===== src/rtl/transistor_drv_pkg.sv =====
// Shared types and helpers for the transistor pump/valve driver.
package transistor_drv_pkg;

  typedef enum logic [2:0] {
    DRV_OFF,
    DRV_SOFT_START,
    DRV_ON,
    DRV_COOLDOWN,
    DRV_FAULT
  } drv_state_t;

  // Width of a counter that must hold 0..max_val.
  function automatic int cnt_w(input int max_val);
    return (max_val < 1) ? 1 : $clog2(max_val + 1);
  endfunction

endpackage


===== src/rtl/transistor_drv_channel.sv =====
// One driver channel: FSM, soft-start duty ramp, cooldown and (TRANSISTOR_DRV_FAULT_EN) max-run timeout.
module transistor_drv_channel
  import transistor_drv_pkg::*;
#(
  parameter int PWM_BITS      = 4,
  parameter int RAMP_TICKS    = 8,
  parameter int MAX_ON_TICKS  = 60000,
  parameter int MIN_OFF_TICKS = 2000
) (
  input  logic                clk,
  input  logic                rst_n,
  input  logic                tick,
  input  logic [PWM_BITS-1:0] pwm_cnt,
  input  logic                req,
  input  logic                fault_clr,
  output logic                drive,
  output logic                active,
  output logic                fault
);

  localparam int RW        = cnt_w(RAMP_TICKS);
  localparam int OW        = cnt_w(MIN_OFF_TICKS);
  localparam int RAMP_LAST = (RAMP_TICKS > 0) ? RAMP_TICKS - 1 : 0;
  localparam int OFF_LAST  = (MIN_OFF_TICKS > 0) ? MIN_OFF_TICKS - 1 : 0;
  localparam logic [PWM_BITS-1:0] DUTY_MAX = '1;

  drv_state_t          st, st_n;
  logic [PWM_BITS-1:0] duty, duty_n;
  logic [RW-1:0]       ramp_cnt, ramp_n;
  logic [OW-1:0]       off_cnt, off_n;
  logic [PWM_BITS-1:0] pwm_nxt;
  logic                run_timeout;

`ifdef TRANSISTOR_DRV_FAULT_EN
  localparam int NW      = cnt_w(MAX_ON_TICKS);
  localparam int ON_LAST = (MAX_ON_TICKS > 0) ? MAX_ON_TICKS - 1 : 0;
  logic [NW-1:0] on_cnt, on_n;

  assign run_timeout = tick && (on_cnt == NW'(ON_LAST));
`else
  localparam int unused_max_on = MAX_ON_TICKS;
  logic unused_fault_clr;

  assign unused_fault_clr = fault_clr;
  assign run_timeout      = 1'b0;
`endif

  // Drive is registered from next state, so compare against the pwm value visible after the edge.
  assign pwm_nxt = pwm_cnt + PWM_BITS'(1);

  always_comb begin
    st_n   = st;
    duty_n = duty;
    ramp_n = ramp_cnt;
    off_n  = off_cnt;
`ifdef TRANSISTOR_DRV_FAULT_EN
    on_n   = on_cnt;
`endif
    case (st)
      DRV_OFF: if (req) begin
        st_n   = DRV_SOFT_START;
        duty_n = PWM_BITS'(1);
        ramp_n = '0;
`ifdef TRANSISTOR_DRV_FAULT_EN
        on_n   = '0;
`endif
      end
      DRV_SOFT_START, DRV_ON: begin
        if (run_timeout) begin
          st_n = DRV_FAULT;
        end else if (!req) begin
          st_n  = DRV_COOLDOWN;
          off_n = '0;
        end else if (tick) begin
`ifdef TRANSISTOR_DRV_FAULT_EN
          if (on_cnt != '1) on_n = on_cnt + NW'(1);
`endif
          if (st == DRV_SOFT_START) begin
            if (ramp_cnt == RW'(RAMP_LAST)) begin
              ramp_n = '0;
              if (duty == DUTY_MAX) st_n = DRV_ON;
              else                  duty_n = duty + PWM_BITS'(1);
            end else begin
              ramp_n = ramp_cnt + RW'(1);
            end
          end
        end
      end
      DRV_COOLDOWN: begin
        if (MIN_OFF_TICKS == 0) begin
          st_n = DRV_OFF;
        end else if (tick) begin
          if (off_cnt == OW'(OFF_LAST)) st_n  = DRV_OFF;
          else                          off_n = off_cnt + OW'(1);
        end
      end
`ifdef TRANSISTOR_DRV_FAULT_EN
      DRV_FAULT: if (fault_clr) begin
        st_n  = DRV_COOLDOWN;
        off_n = '0;
      end
`endif
      default: st_n = DRV_OFF;
    endcase
  end

  always_ff @(posedge clk or negedge rst_n) begin
    if (!rst_n) begin
      st       <= DRV_OFF;
      duty     <= '0;
      ramp_cnt <= '0;
      off_cnt  <= '0;
      drive    <= 1'b0;
    end else begin
      st       <= st_n;
      duty     <= duty_n;
      ramp_cnt <= ramp_n;
      off_cnt  <= off_n;
      drive    <= (st_n == DRV_ON) || ((st_n == DRV_SOFT_START) && (duty_n > pwm_nxt));
    end
  end

`ifdef TRANSISTOR_DRV_FAULT_EN
  always_ff @(posedge clk or negedge rst_n) begin
    if (!rst_n) on_cnt <= '0;
    else        on_cnt <= on_n;
  end

  assign fault = (st == DRV_FAULT);
`else
  assign fault = 1'b0;
`endif

  assign active = (st == DRV_SOFT_START) || (st == DRV_ON);

endmodule


===== src/rtl/transistor_pump_driver.sv =====
// Multi-channel transistor driver top: shared tick prescaler and PWM counter feeding N_CH channels.
// Optional max-run fault timeout enabled by defining TRANSISTOR_DRV_FAULT_EN.
module transistor_pump_driver
  import transistor_drv_pkg::*;
#(
  parameter int N_CH          = 5,
  parameter int CLK_DIV       = 50000,
  parameter int PWM_BITS      = 4,
  parameter int RAMP_TICKS    = 8,
  parameter int MAX_ON_TICKS  = 60000,
  parameter int MIN_OFF_TICKS = 2000
) (
  input  logic            clk,
  input  logic            rst_n,
  input  logic [N_CH-1:0] req,
  input  logic [N_CH-1:0] fault_clr,
  output logic [N_CH-1:0] drive,
  output logic [N_CH-1:0] active,
  output logic [N_CH-1:0] fault
);

  localparam int PW = cnt_w(CLK_DIV - 1);

  logic [PW-1:0]       presc;
  logic [PWM_BITS-1:0] pwm_cnt;
  logic                tick;

  assign tick = (presc == PW'(CLK_DIV - 1));

  always_ff @(posedge clk or negedge rst_n) begin
    if (!rst_n) begin
      presc   <= '0;
      pwm_cnt <= '0;
    end else begin
      presc   <= tick ? '0 : presc + PW'(1);
      pwm_cnt <= pwm_cnt + PWM_BITS'(1);
    end
  end

  for (genvar g = 0; g < N_CH; g++) begin : g_ch
    transistor_drv_channel #(
      .PWM_BITS      (PWM_BITS),
      .RAMP_TICKS    (RAMP_TICKS),
      .MAX_ON_TICKS  (MAX_ON_TICKS),
      .MIN_OFF_TICKS (MIN_OFF_TICKS)
    ) u_ch (
      .clk       (clk),
      .rst_n     (rst_n),
      .tick      (tick),
      .pwm_cnt   (pwm_cnt),
      .req       (req[g]),
      .fault_clr (fault_clr[g]),
      .drive     (drive[g]),
      .active    (active[g]),
      .fault     (fault[g])
    );
  end

endmodule


===== config.mk =====
export PLATFORM = sky130hd
export DESIGN_NAME = transistor_pump_driver
export DESIGN_NICKNAME = d
export VERILOG_FILES = /design/src/rtl/transistor_drv_pkg.sv /design/src/rtl/transistor_drv_channel.sv /design/src/rtl/transistor_pump_driver.sv
export SDC_FILE = /design/constraint.sdc
export NUM_CORES = 1
export LEC_CHECK = 0
export ABC_AREA = 1
export BUFFER_PORTS_ARGS = -buffer_cell sky130_fd_sc_hd__buf_2
export CORE_ASPECT_RATIO = 1.75
export CORE_MARGIN = 2
export CORE_UTILIZATION = 45
export DETAILED_ROUTE_END_ITERATION = 10
export GPL_ROUTABILITY_DRIVEN = 0
export RECOVER_POWER = 50
export REMOVE_ABC_BUFFERS = 1
export SYNTH_ARGS = -nofsm -noshare
export SYNTH_HDL_FRONTEND = slang
export SYNTH_SLANG_ARGS = --single-unit

===== constraint.sdc =====
create_clock -name clk -period 6.2 [get_ports clk]
set_input_delay 0 -clock clk [delete_from_list [all_inputs] [get_ports clk]]
set_output_delay 0 -clock clk [all_outputs]
set_load 0.02 [all_outputs]

* Word-level counts from Yosys, hierarchy flattened
Index checks and enable logic that the tools add are counted.
** Word-level totals
- Bits in registers :: 135
- Bits in latches :: 0
- Memory bits (writable) :: 0
- ROM bits :: 0
- Output and inout bits :: 15
- Logic and storage cells :: 301
- Memories :: 0
** Operators by class
- $add $sub $neg :: 17
- $mul :: 0
- Div/mod/pow operators :: 0
- $lt $le $gt $ge :: 5
- Equal/unequal tests :: 76
- Shift-type cells :: 0
- Mux-type cells :: 131
- Bitwise operators :: 0
- Reductions and logical operators :: 45
** Operator list (count)
- $mux W4 :: 55
- $mux W11 :: 15
- $mux W3 :: 40
- $pmux W11 S2 :: 5
- $pmux W4 S2 :: 10
- $ne A2 B2 Y1 const B :: 30
- $add A11 B1 Y11 const B :: 5
- $eq A11 B11 Y1 const B :: 5
- $eq A3 B2 Y1 const B :: 15
- $pmux W3 S3 :: 5
- $add A4 B1 Y4 const B :: 11
- $eq A3 B1 Y1 const B :: 10
- $reduce_and A5 Y1 :: 5
- $eq A4 B3 Y1 const B :: 5
- $eq A4 B4 Y1 const B :: 5
- $gt A4 B4 Y1 :: 5
- $reduce_and A4 Y1 :: 5
- $reduce_bool A2 Y1 :: 10
- $add A16 B1 Y16 const B :: 1
- $eq A16 B16 Y1 const B :: 1
- $mux W16 :: 1
- $logic_not A3 Y1 :: 5
- $logic_or A1 B1 Y1 :: 10
- $ne A2 B1 Y1 const B :: 5
- other kinds (2) :: 10

* Depth between registers and ports, before layout
Gate-level depths: netlist of run 1.
- Word-level depth :: 10
- Mapped depth :: 18

* Hierarchy
From an unflattened synthesis of run 1, not the netlist that was laid out.
** Second synthesis, totals
- Cell total of the unflattened synthesis :: 1255
- Area, all modules :: 9027.4 µm²
** By module, submodules not included
- transistor_drv_channel (g_ch[0].u_ch ...) :: instances 4, cells an instance 227, area an instance 1600.3 µm²
- transistor_drv_channel (g_ch[4].u_ch) :: instances 1, cells an instance 216, area an instance 1579.0 µm²
- transistor_pump_driver :: instances 1, cells an instance 131, area an instance 1047.3 µm²

* Least setup slack after synthesis of run 1
Ideal clock, no wire load.
- Path kind :: register -> register
- From :: register presc[0]
- To :: register g_ch[1].u_ch.drive
- Setup time :: 129 ps
- Arrival :: 2193 ps
- Slack :: 3878 ps
- Cell stages (with the launch flop) :: 18
- Cells stage by stage :: dfrtp_1 > ha_1 > nand3_2 > inv_1 > nand2_1 > nor2_4 > nand3_1 > nor2_1 > nand2_1 > o21ai_0 > inv_1 > ha_1 > inv_1 > nor2_1 > o21ai_0 > a32oi_1 > nand3_1 > o21ai_0
** Between the ends
- Longest elaborated chain between the ends :: 7
** RTL lines
- start: declaration :: line transistor_pump_driver.sv:24 : logic [PW-1:0] presc;
- start signal: assignment :: line transistor_pump_driver.sv:35 : presc <= tick ? '0 : presc + PW'(1);
- $eq A16 B16 Y1 :: line transistor_pump_driver.sv:28 : assign tick = (presc == PW'(CLK_DIV - 1));
- $mux W4 :: line transistor_drv_channel.sv:74 : end else if (tick) begin
- $mux W4 :: line transistor_drv_channel.sv:71 : end else if (!req) begin
- $pmux W4 S2 :: line transistor_drv_channel.sv:59 : case (st)
- net g_ch[1].u_ch.duty_n[1] :: line transistor_drv_channel.sv:28 : logic [PWM_BITS-1:0] duty, duty_n;
- $gt A4 B4 Y1 :: line transistor_drv_channel.sv:119 : drive <= (st_n == DRV_ON) || ((st_n == DRV_SOFT_START) && (duty_n > pwm_nxt));
- $logic_and A1 B1 Y1 :: line transistor_drv_channel.sv:119
- $logic_or A1 B1 Y1 :: line transistor_drv_channel.sv:119
- end signal: assignment :: line transistor_drv_channel.sv:119
- end: declaration :: line transistor_drv_channel.sv:16 : output logic drive,
The timed path passes the listed nets, and every way through them passes these cells.
A chain may end at the register's enable or synchronous reset.

* Worst setup path after layout of run 1
Same ends and word-level chain as after synthesis.

==> impl_results.md, run 1 <==
* Status: finished with violations
* Failing checks: max-capacitance violations, max-slew violations
* DRT Pass-1 Iters at 5
* Max-Slew Margin vs Limit at -137%
* Fill cells at 1,811
* Clk_lat worst skew at 420 ps
* Fin crit share at 63.0%
* Post-synth ARST share at 100%
* Clock root cell: clkbuf_16
* Buf/Inv on CP at 3
* Std-Cell Rows at 65
* WP data arrival at 4240 ps
* Ys Warns at 0
* Die Y-Extent at 183 µm
* Vias in the first global route at 7,253
* Gr usage total at 19.8%
* H-tree depth at 4
* Die width at 106 µm
* Slowest-stage cell, CP: nor2_1
* Final setup fails at 0
* Hold Crit Depth at 4
* PD cells at 283 mW/mm²
* Initial Util at 45.9%
* Clock transition at path regs at 60 ps
* Worst Skew at 3.93 ps
* Reg-to-Reg Start: presc[0]
* Worst r2r dst: g_ch[1].u_ch.drive
* Syn-to-layout area delta at 10.1%
* Worst Hold Launch: req[1]
* Routed WL at 17,600 µm
* Post-synth EDFFs at 0
* Initial antenna violation count at 0
* DR WL/cell at 12.8 µm
* Worst Setup Start Kind: flop
* Postcts setup bufs at 0
* Min-Delay Endpoint: g_ch[1].u_ch.duty[3]
* Hold buffer count at cts at 5
* DRC violations left at 0
* Path type of the worst min-delay path: input pin to flop
* Cell family with most CP delay: simple AND/OR/NAND/NOR gates
* Minimum clock period at 3910 ps
* Worst-path maximum fanout at 15
* Fin. max-slew vios at 83
* Fin Setup TNS at 0 ps
* Largest net degree at the start of global routing at 71
* IO buf count at 16
* Max Fclk at 0.256 GHz
* Power share of the combinational group at 19.4%
* CTS max path bufs at 2
* R2r setup slk at 2290 ps
* Total gr overflow at 0
* Net Sw Power at 0.822 mW
* Die area at 0.0195 mm²
* FF+latch count, synth at 135
* Reg power frac at 41.1%
* Layout cells sized above 1 at 5.72%
* Max Cap Viol at 2
* Crit path cell chain: ha_1 -> nand3_1 -> inv_1 -> nand2_1 -> nor2_1 -> nand3_1 -> nor2_1 -> nand2_1 -> o21ai_0 -> inv_1 -> ha_1 -> inv_1 -> nor2_1 -> o21ai_0 -> a32oi_1 -> nand3_1 -> o21ai_0
* CTS sink count at 135
* Setup repair after global routing missed its margin: no
* Clk pwr share at 39.4%
* Maximum vdd drop at 0.000142 V
* CTS buffer count at 17
* Mean Syn Cell Area at 7.53 µm²
* FF-to-FF path depth at 17
* Post-CTS sizing at 0
* Detail Route Antenna Nets at 0
* Core Box Area at 0.0180 mm²
* CTS tree: yes
* Final instance area at 0.00908 mm²
* Global-route wire length before repair at 31,300 µm
* Net Sw Frac at 32.0%
* Vias at 7,167
* Crit path capture type: flop
* Vias per cell at 5.23
* Pre-CTS WS at 3090 ps
* Cell count after synthesis at 1,096
* Cell Area, Placed at 0.00849 mm²
* DP HPWL at 13,000 µm
* Nets at 1,172
* I/O pin total at 27
* Distinct cells, synth at 44
* Crit Path Class: flop to flop
* P_leak at 4.24 nW
* Post-Syn Area at 0.00825 mm²
* Antenna Cells at 0
* Iteration-0 DRC Markers at 334
* Worst setup margin at 2290 ps
* Seq/Total Area, Yosys at 40.9%
* Worst-Margin Slew at 3560 ps
* Ys flop type: dfrtp_1
* CP peak stage delay at 1190 ps
* Final Hold Viols at 0
* Crit path required time at 6530 ps
* Internal Power at 1.75 mW
[tightest hold or removal path, cell delays in order]
cell,delay (ps)
buf_2,100
o21ai_0,130
nand2_1,80
nand2_1,70
[per-stage QoR]
stage                     cells  power (mW)  util, %  hold WS, ps
after floorplan            1082        1.43        -         -296
after global placement     1333        1.58     47.2         43.3
after detailed placement   1333        1.59     47.2         48.7
after CTS                  1370        2.62     50.8         3.56
after global routing       1370        2.74     50.5         18.1
final                      1370        2.57     50.5         18.1
[Yosys cell counts, types with 3 or more instances]
cell type / instances / area, µm²
o21ai_2: 3 / 26.3
dfrtp_1: 135 / 3380
ha_1: 37 / 463
a22oi_1: 3 / 22.5
o22ai_1: 4 / 25.0
nand4_1: 46 / 288
inv_1: 167 / 627
nor4_1: 12 / 75.1
xnor2_1: 4 / 35.0
nor2_1: 99 / 372
inv_2: 4 / 15.0
a31oi_1: 4 / 25.0
a32oi_1: 4 / 35.0
nor3_1: 36 / 180
xor2_1: 17 / 149
nor2_4: 4 / 45.0
o211ai_1: 4 / 30.0
nand2_2: 7 / 43.8
o21ai_0: 87 / 435
o21ai_1: 11 / 55.1
o31ai_1: 8 / 60.1
nor2_2: 4 / 25.0
buf_4: 17 / 128
buf_6: 4 / 45.0
nand2_1: 223 / 837
a21oi_1: 42 / 210
nand3_1: 85 / 425
[cells in the final DEF (no fill, tap or decap), types with 5 or more instances in the layout]
master / instances
a21oi_1: 43
buf_2: 10
clkbuf_1: 8
clkbuf_16: 17
clkinvlp_4: 5
conb_1: 10
dfrtp_1: 135
dlygate4sd3_1: 5
ha_1: 37
inv_1: 168
nand2_1: 224
nand2_2: 7
nand3_1: 86
nand4_1: 46
nor2_1: 102
nor3_1: 36
nor4_1: 12
o21ai_0: 87
o21ai_1: 11
o31ai_1: 8
xor2_1: 17
[logic make-up (layout without fill, tap and decap cells)]
family,count (synthesis),after routing,synth area share (%)
other,1,10,0.0455
AND/OR/NAND/NOR,528,528,29.0
flip-flops,135,135,40.9
XOR/XNOR,21,21,2.23
adder cells (fa/ha/maj),37,37,5.61
AO/OA/AOI/OAI,178,178,12.1
buffers and inverters,196,227,10.1
[power groups by stage]
stage | logic, mW | clock network [mW] | registers [mW]
after floorplan | 0.363 | 0 | 1.07
after global placement | 0.511 | 0 | 1.07
after detailed placement | 0.514 | 0 | 1.07
after CTS | 0.517 | 1.05 | 1.06
after global routing | 0.588 | 1.08 | 1.07
final | 0.500 | 1.01 | 1.06
[routing by layer]
layer | share of wire, % | wire, µm | GRT usage [%]
met4 | 2.4 | 422 | 8.47
met3 | 2.0 | 346 | 3.73
met2 | 55 | 9660 | 37.8
met1 | 41 | 7170 | 20.7
met5 | 0 | 0 | 0
[sequential cells by signal (all words and copies together), names as in the netlist]
name / count
g_ch.u_ch.off_cnt: 55
g_ch.u_ch.duty: 20
g_ch.u_ch.ramp_cnt: 20
presc: 16
g_ch.u_ch.st: 15
g_ch.u_ch.drive: 5
pwm_cnt: 4
[worst max path at each step]
stage	endpoint	cells past startpoint	from	slack, ps
after floorplan	g_ch[1].u_ch.drive	17	presc[0]	3730
after detailed placement	g_ch[1].u_ch.drive	17	presc[0]	3090
after global routing	g_ch[0].u_ch.off_cnt[2]	3	rst_n	1580
after CTS	g_ch[1].u_ch.drive	17	presc[0]	3070
final	g_ch[1].u_ch.drive	17	presc[0]	2290
after global placement	g_ch[1].u_ch.drive	17	presc[0]	3090
[final cells by class]
class / count / area [µm²] / area share (%)
Tap cell: 234 / 293 / 3.22
Multi-Input combinational cell: 774 / 4040 / 44.5
Clock inverter: 13 / 156 / 1.72
Sequential cell: 135 / 3380 / 37.2
Timing Repair Buffer: 22 / 130 / 1.43
Inverter: 173 / 649 / 7.15
Clock buffer: 19 / 433 / 4.77
No activity file was read; power rests on OpenSTA's default activity.
==> run 2, diff against run 1 <==
==> constraint.sdc (replaced) <==
create_clock -name clk -period 3.5 [get_ports clk]
set_input_delay 0 -clock clk [delete_from_list [all_inputs] [get_ports clk]]
set_output_delay 0 -clock clk [all_outputs]
set_load 0.02 [all_outputs]
==> impl_results.md, run 2 (same netlist as run 1, synthesis figures left out) <==
* H-tree depth at 4
* CTS tree: yes
* Minimum clock period at 2890 ps
* Clock root cell: clkbuf_16
* FF/Latch Area at 0.00338 mm²
* Worst Setup Start Kind: flop
* Largest regs: g_ch.u_ch.off_cnt: 55 flops, g_ch.u_ch.duty: 20 flops, g_ch.u_ch.ramp_cnt: 20 flops
* Fin. max-slew vios at 87
* Most frequent cells in the layout: 223 x nand2_1, 167 x inv_1, 135 x dfrtp_1
* Biggest register: g_ch.u_ch.off_cnt
* DR WL/cell at 13.2 µm
* Commonest non-fill, non-tap cell in the layout: nand2_1
* WP data arrival at 3260 ps
* Std-Cell Rows at 65
* CTS sink count at 135
* Final Hold Viols at 0
* Initial antenna violation count at 0
* Status: finished with violations
* Worst-path maximum fanout at 18
* Largest net degree at the start of global routing at 88
* Vias per cell at 5.26
* Syn-to-layout area delta at 10.9%
* Antenna Cells at 0
* Routed WL at 18,200 µm
* Detail Route Antenna Nets at 0
* Die Y-Extent at 183 µm
* Die area at 0.0195 mm²
* PD cells at 499 mW/mm²
* Max FFs per register at 55
* Maximum vdd drop at 0.000283 V
* CTS max path bufs at 2
* DRT Pass-1 Iters at 4
* Crit path required time at 3860 ps
* Initial Util at 45.9%
* IO buf count at 16
* P_leak at 4.28 nW
* Vias at 7,228
* Clock transition at path regs at 60 ps
* Global-route wire length before repair at 32,000 µm
* Fin crit share at 82.7%
* DP HPWL at 13,300 µm
* Total gr overflow at 0
* Max Fclk at 0.345 GHz
* Iteration-0 DRC Markers at 312
* Clk_lat worst skew at 430 ps
* Die width at 106 µm
* I/O pin total at 27
* Fill cells at 1,772
* Crit Path Class: flop to flop
* Nets at 1,175
* DRC violations left at 0
* Gr usage total at 20.3%
* Total Power at 4.56 mW
* Multi-input logic area at 0.00408 mm²
* Max Cap Viol at 1
* Path type of the worst min-delay path: input pin to flop
* CTS buffer count at 17
* Setup repair after global routing missed its margin: no
* Core Box Area at 0.0180 mm²
* Crit path capture type: flop
* Worst-Margin Slew at 2240 ps
* Failing checks: max-capacitance violations, max-slew violations
* Worst Skew at 11.2 ps
* Max-Slew Margin vs Limit at -49.6%
* Final setup fails at 0
* Layout cells sized above 1 at 6.76%
* Fin Setup TNS at 0 ps
* Post-CTS sizing at 0
* Vias in the first global route at 7,325
run 2: changes by cell type in the layout (fill, tap and decap cells not counted), sizes merged:
cell / previous run / this run
clkbuf: 25 / 26
clkinvlp: 5 / 4
buf: 11 / 14
bufinv: 3 / 2
clkinv: 7 / 8
run 2: per-stage QoR:
step / std cells / hold WS [ps] / worst slack [ps] / cell area [µm²] / util, %
finish: 1373 / 6.21 / 605 / 9150 / 50.9
global placement: 1336 / 149 / 698 / 8520 / 47.4
CTS: 1373 / 0.0571 / 551 / 9160 / 51.0
global route: 1373 / 52.9 / 330 / 9150 / 50.9
detailed placement: 1336 / 144 / 587 / 8520 / 47.4
floorplan: 1082 / -296 / 1030 / 8100 / -
run 2: path summary, 6_finish.rpt:
| check | start | to | slack (ps) | cells past startpoint |
|---|---|---|---|---|
| max reg2reg | presc[0] | g_ch[3].u_ch.drive | 610 | 15 |
| min in group asynchronous | rst_n | presc[13] | 750 | 2 |
| min | req[1] | g_ch[1].u_ch.duty[3] | 6 | 4 |
| max in group asynchronous | rst_n | g_ch[2].u_ch.ramp_cnt[1] | 1390 | 2 |
| min reg2reg | presc[0] | presc[0] | 470 | 1 |
| max | presc[0] | g_ch[3].u_ch.drive | 610 | 15 |
run 2: layout make-up:
| type | instances | share of cell area, % |
|---|---|---|
| tap | 234 | 3.20 |
| timing repair buffer | 25 | 1.82 |
| sequential | 135 | 36.9 |
| inverter | 173 | 7.10 |
| clock buffer | 20 | 4.99 |
| clock inverter | 12 | 1.40 |
| multi-input combinational | 774 | 44.6 |
run 2: routing by layer:
metal  part of all wire, %  track usage (%)  vias up
met5                     0                0        -
met4                   2.8             10.3        0
met3                   2.6             3.62       41
met2                    54             37.7      106
met1                    41             21.5     3399
li1                      -                -     3682
run 2: where the power goes:
group,leakage [nW],internal [mW],switching (mW)
combinational,2.20,0.261,0.649
clock,0.278,1.08,0.695
sequential,1.80,1.73,0.140
total,4.28,3.08,1.48
run 2: what timing repair did:
action,CTS,global route
setup endpoints to repair,0,0
buffers inserted,0,0
hold buffers,5,0
hold endpoints to repair,92,0
run 2: worst max-delay path, stage by stage (launching register included):
cell	delay [ps]
dfrtp_1	370
ha_1	210
nand3_2	130
nor2_1	270
nand2_4	250
nor2_1	230
nand3_1	100
o2111ai_1	90
o21ai_0	190
ha_1	340
nand2_1	50
inv_1	60
o21ai_0	70
a32oi_1	260
nand4_1	140
nand2_1	70
==> run 3, diff against run 2 <==
==> constraint.sdc (replaced) <==
create_clock -name clk -period 2.65 [get_ports clk]
set_input_delay 0 -clock clk [delete_from_list [all_inputs] [get_ports clk]]
set_output_delay 0 -clock clk [all_outputs]
set_load 0.02 [all_outputs]
==> impl_results.md, run 3 (same netlist as run 1, synthesis figures left out) <==
* Status: finished with violations
* Failing checks: max-capacitance violations, max-slew violations
* Max Fclk at 0.398 GHz
* Fin crit share at 94.9%
* Vias per cell at 5.17
* Worst Skew at 7.62 ps
* Worst r2r dst: g_ch[3].u_ch.drive
* Biggest register: g_ch.u_ch.off_cnt
* Maximum vdd drop at 0.000352 V
* Min-Delay Endpoint: g_ch[2].u_ch.duty[0]
* CTS max path bufs at 2
* Final setup fails at 0
* Syn-to-layout area delta at 13.3%
* Multi-input logic area at 0.00414 mm²
* Tightest hold margin at 5.72 ps
* Net Sw Power at 1.99 mW
* Commonest non-fill, non-tap cell in the layout: nand2_1
* Routed WL at 18,700 µm
* Worst Hold Launch: req[2]
* Largest regs: g_ch.u_ch.off_cnt: 55 flops, g_ch.u_ch.duty: 20 flops, g_ch.u_ch.ramp_cnt: 20 flops
* I/O pin total at 27
* DP HPWL at 13,800 µm
* Net Sw Frac at 33.4%
* Clk pwr share at 37.3%
* Largest net degree at the start of global routing at 73
* H-tree depth at 4
* Max FFs per register at 55
* Layout cells sized above 1 at 10.4%
* Vias at 7,217
* WP data arrival at 2880 ps
* Clk_lat worst skew at 430 ps
* Fin. max-slew vios at 72
* Die Y-Extent at 183 µm
* Nets at 1,197
* Die width at 106 µm
* Hold Crit Depth at 3
* Detail Route Antenna Nets at 0
* Fill cells at 1,787
* Initial antenna violation count at 0
* Core Box Area at 0.0180 mm²
* PD cells at 638 mW/mm²
* Die area at 0.0195 mm²
* DR WL/cell at 13.4 µm
* DRC violations left at 0
* Clock transition at path regs at 60 ps
* Reg power frac at 41.5%
* Std-Cell Rows at 65
* Global-route wire length before repair at 32,300 µm
* Max-Slew Margin vs Limit at -26.5%
* Worst Setup Start Kind: flop
* Final Instance Count excl. Fillers at 1,395
* Crit Path Class: flop to flop
* Initial Util at 45.9%
* Most frequent cells in the layout: 222 x nand2_1, 165 x inv_1, 133 x dfrtp_1
* Clock root cell: clkbuf_16
* Crit path capture type: flop
* P_leak at 4.39 nW
* Worst-path maximum fanout at 4
* Crit path required time at 3020 ps
* Path type of the worst min-delay path: input pin to flop
* Inst Count DP at 1,352
* Minimum clock period at 2510 ps
* R2r setup slk at 140 ps
* CTS sink count at 135
* IO buf count at 16
* Vias in the first global route at 7,154
* Reg-to-Reg Start: presc[0]
* Total gr overflow at 0
* Total Power at 5.97 mW
* Final Hold Viols at 0
* Worst-Margin Slew at 1900 ps
* CTS tree: yes
* Power share of the combinational group at 21.2%
* CTS buffer count at 17
* Gr usage total at 20.5%
* Setup repair after global routing missed its margin: yes
* Iteration-0 DRC Markers at 347
* FF/Latch Area at 0.00338 mm²
* Max Cap Viol at 1
* FF-to-FF path depth at 18
* DRT Pass-1 Iters at 7
* Antenna Cells at 0
* Internal Power at 3.97 mW
## run 3: cell types whose count changed in the layout (fill, tap and decap cells not counted), sizes merged
cell,previous run,this run
buf,14,42
bufinv,2,1
clkinv,8,10
clkbuf,26,20
dlygate4sd3,5,4
## run 3: worst max path at each step
| stage | cells past startpoint | startpoint | to | slack [ps] |
|---|---|---|---|---|
| after floorplan | 17 | presc[0] | g_ch[1].u_ch.drive | 180 |
| after global placement | 17 | presc[0] | g_ch[3].u_ch.drive | 130 |
| after detailed placement | 15 | presc[0] | g_ch[4].u_ch.drive | 30 |
| after CTS | 17 | presc[0] | g_ch[1].u_ch.drive | 10 |
| after global routing | 16 | presc[0] | g_ch[1].u_ch.drive | -80 |
| final | 18 | presc[0] | g_ch[3].u_ch.drive | 140 |
## run 3: area by class of cell
type | instances | share of cell area, %
timing repair buffer | 47 | 3.59
clock inverter | 13 | 1.15
inverter | 173 | 6.94
multi-input combinational | 774 | 44.3
tap | 234 | 3.13
clock buffer | 19 | 4.74
sequential | 135 | 36.2
## run 3: power groups by stage
stage | Clock, mW | Sequential (mW) | Combinational [mW]
2_1_floorplan | 0 | 2.50 | 0.850
3_3_place_gp | 0 | 2.51 | 1.26
3_5_place_dp | 0 | 2.51 | 1.26
4_1_cts | 2.28 | 2.48 | 1.27
5_1_grt | 2.36 | 2.52 | 1.47
6_report | 2.23 | 2.48 | 1.26
## run 3: through the flow
stage	utilization, %	instance area, µm²	setup TNS [ps]	setup slack [ps]
after global routing	52.0	9350	-90.6	-76.0
after floorplan	-	8100	0	184
after detailed placement	48.1	8640	0	29.7
final	52.0	9350	0	136
after CTS	51.4	9240	0	10.3
after global placement	48.1	8640	0	125
## run 3: layer usage
metal	vias up	GRT usage, %	routed length [µm]
met2	83	37.8	10000
li1	3731	-	-
met5	-	0	0
met4	0	8.68	486
met1	3365	23.0	7720
met3	38	3.41	445
## run 3: critical path, cell delays in order, from the launching register on
cell	delay, ps
dfrtp_1	410
ha_4	170
nand3_4	110
inv_2	90
nand2_1	80
nor2_4	140
buf_4	130
nand2_1	60
nor2_2	120
nand2_1	90
o21ai_0	160
a21oi_1	110
ha_1	280
nand2_1	40
inv_1	60
o21ai_0	80
a32oi_1	160
nand4_1	110
nand2_1	60
## run 3: what timing repair did
item	4_1_cts	5_1_grt
setup buffers	0	7
endpoints found under the hold margin	75	0
hold buffers	4	0
setup endpoints to repair	0	5
resized for setup	0	24
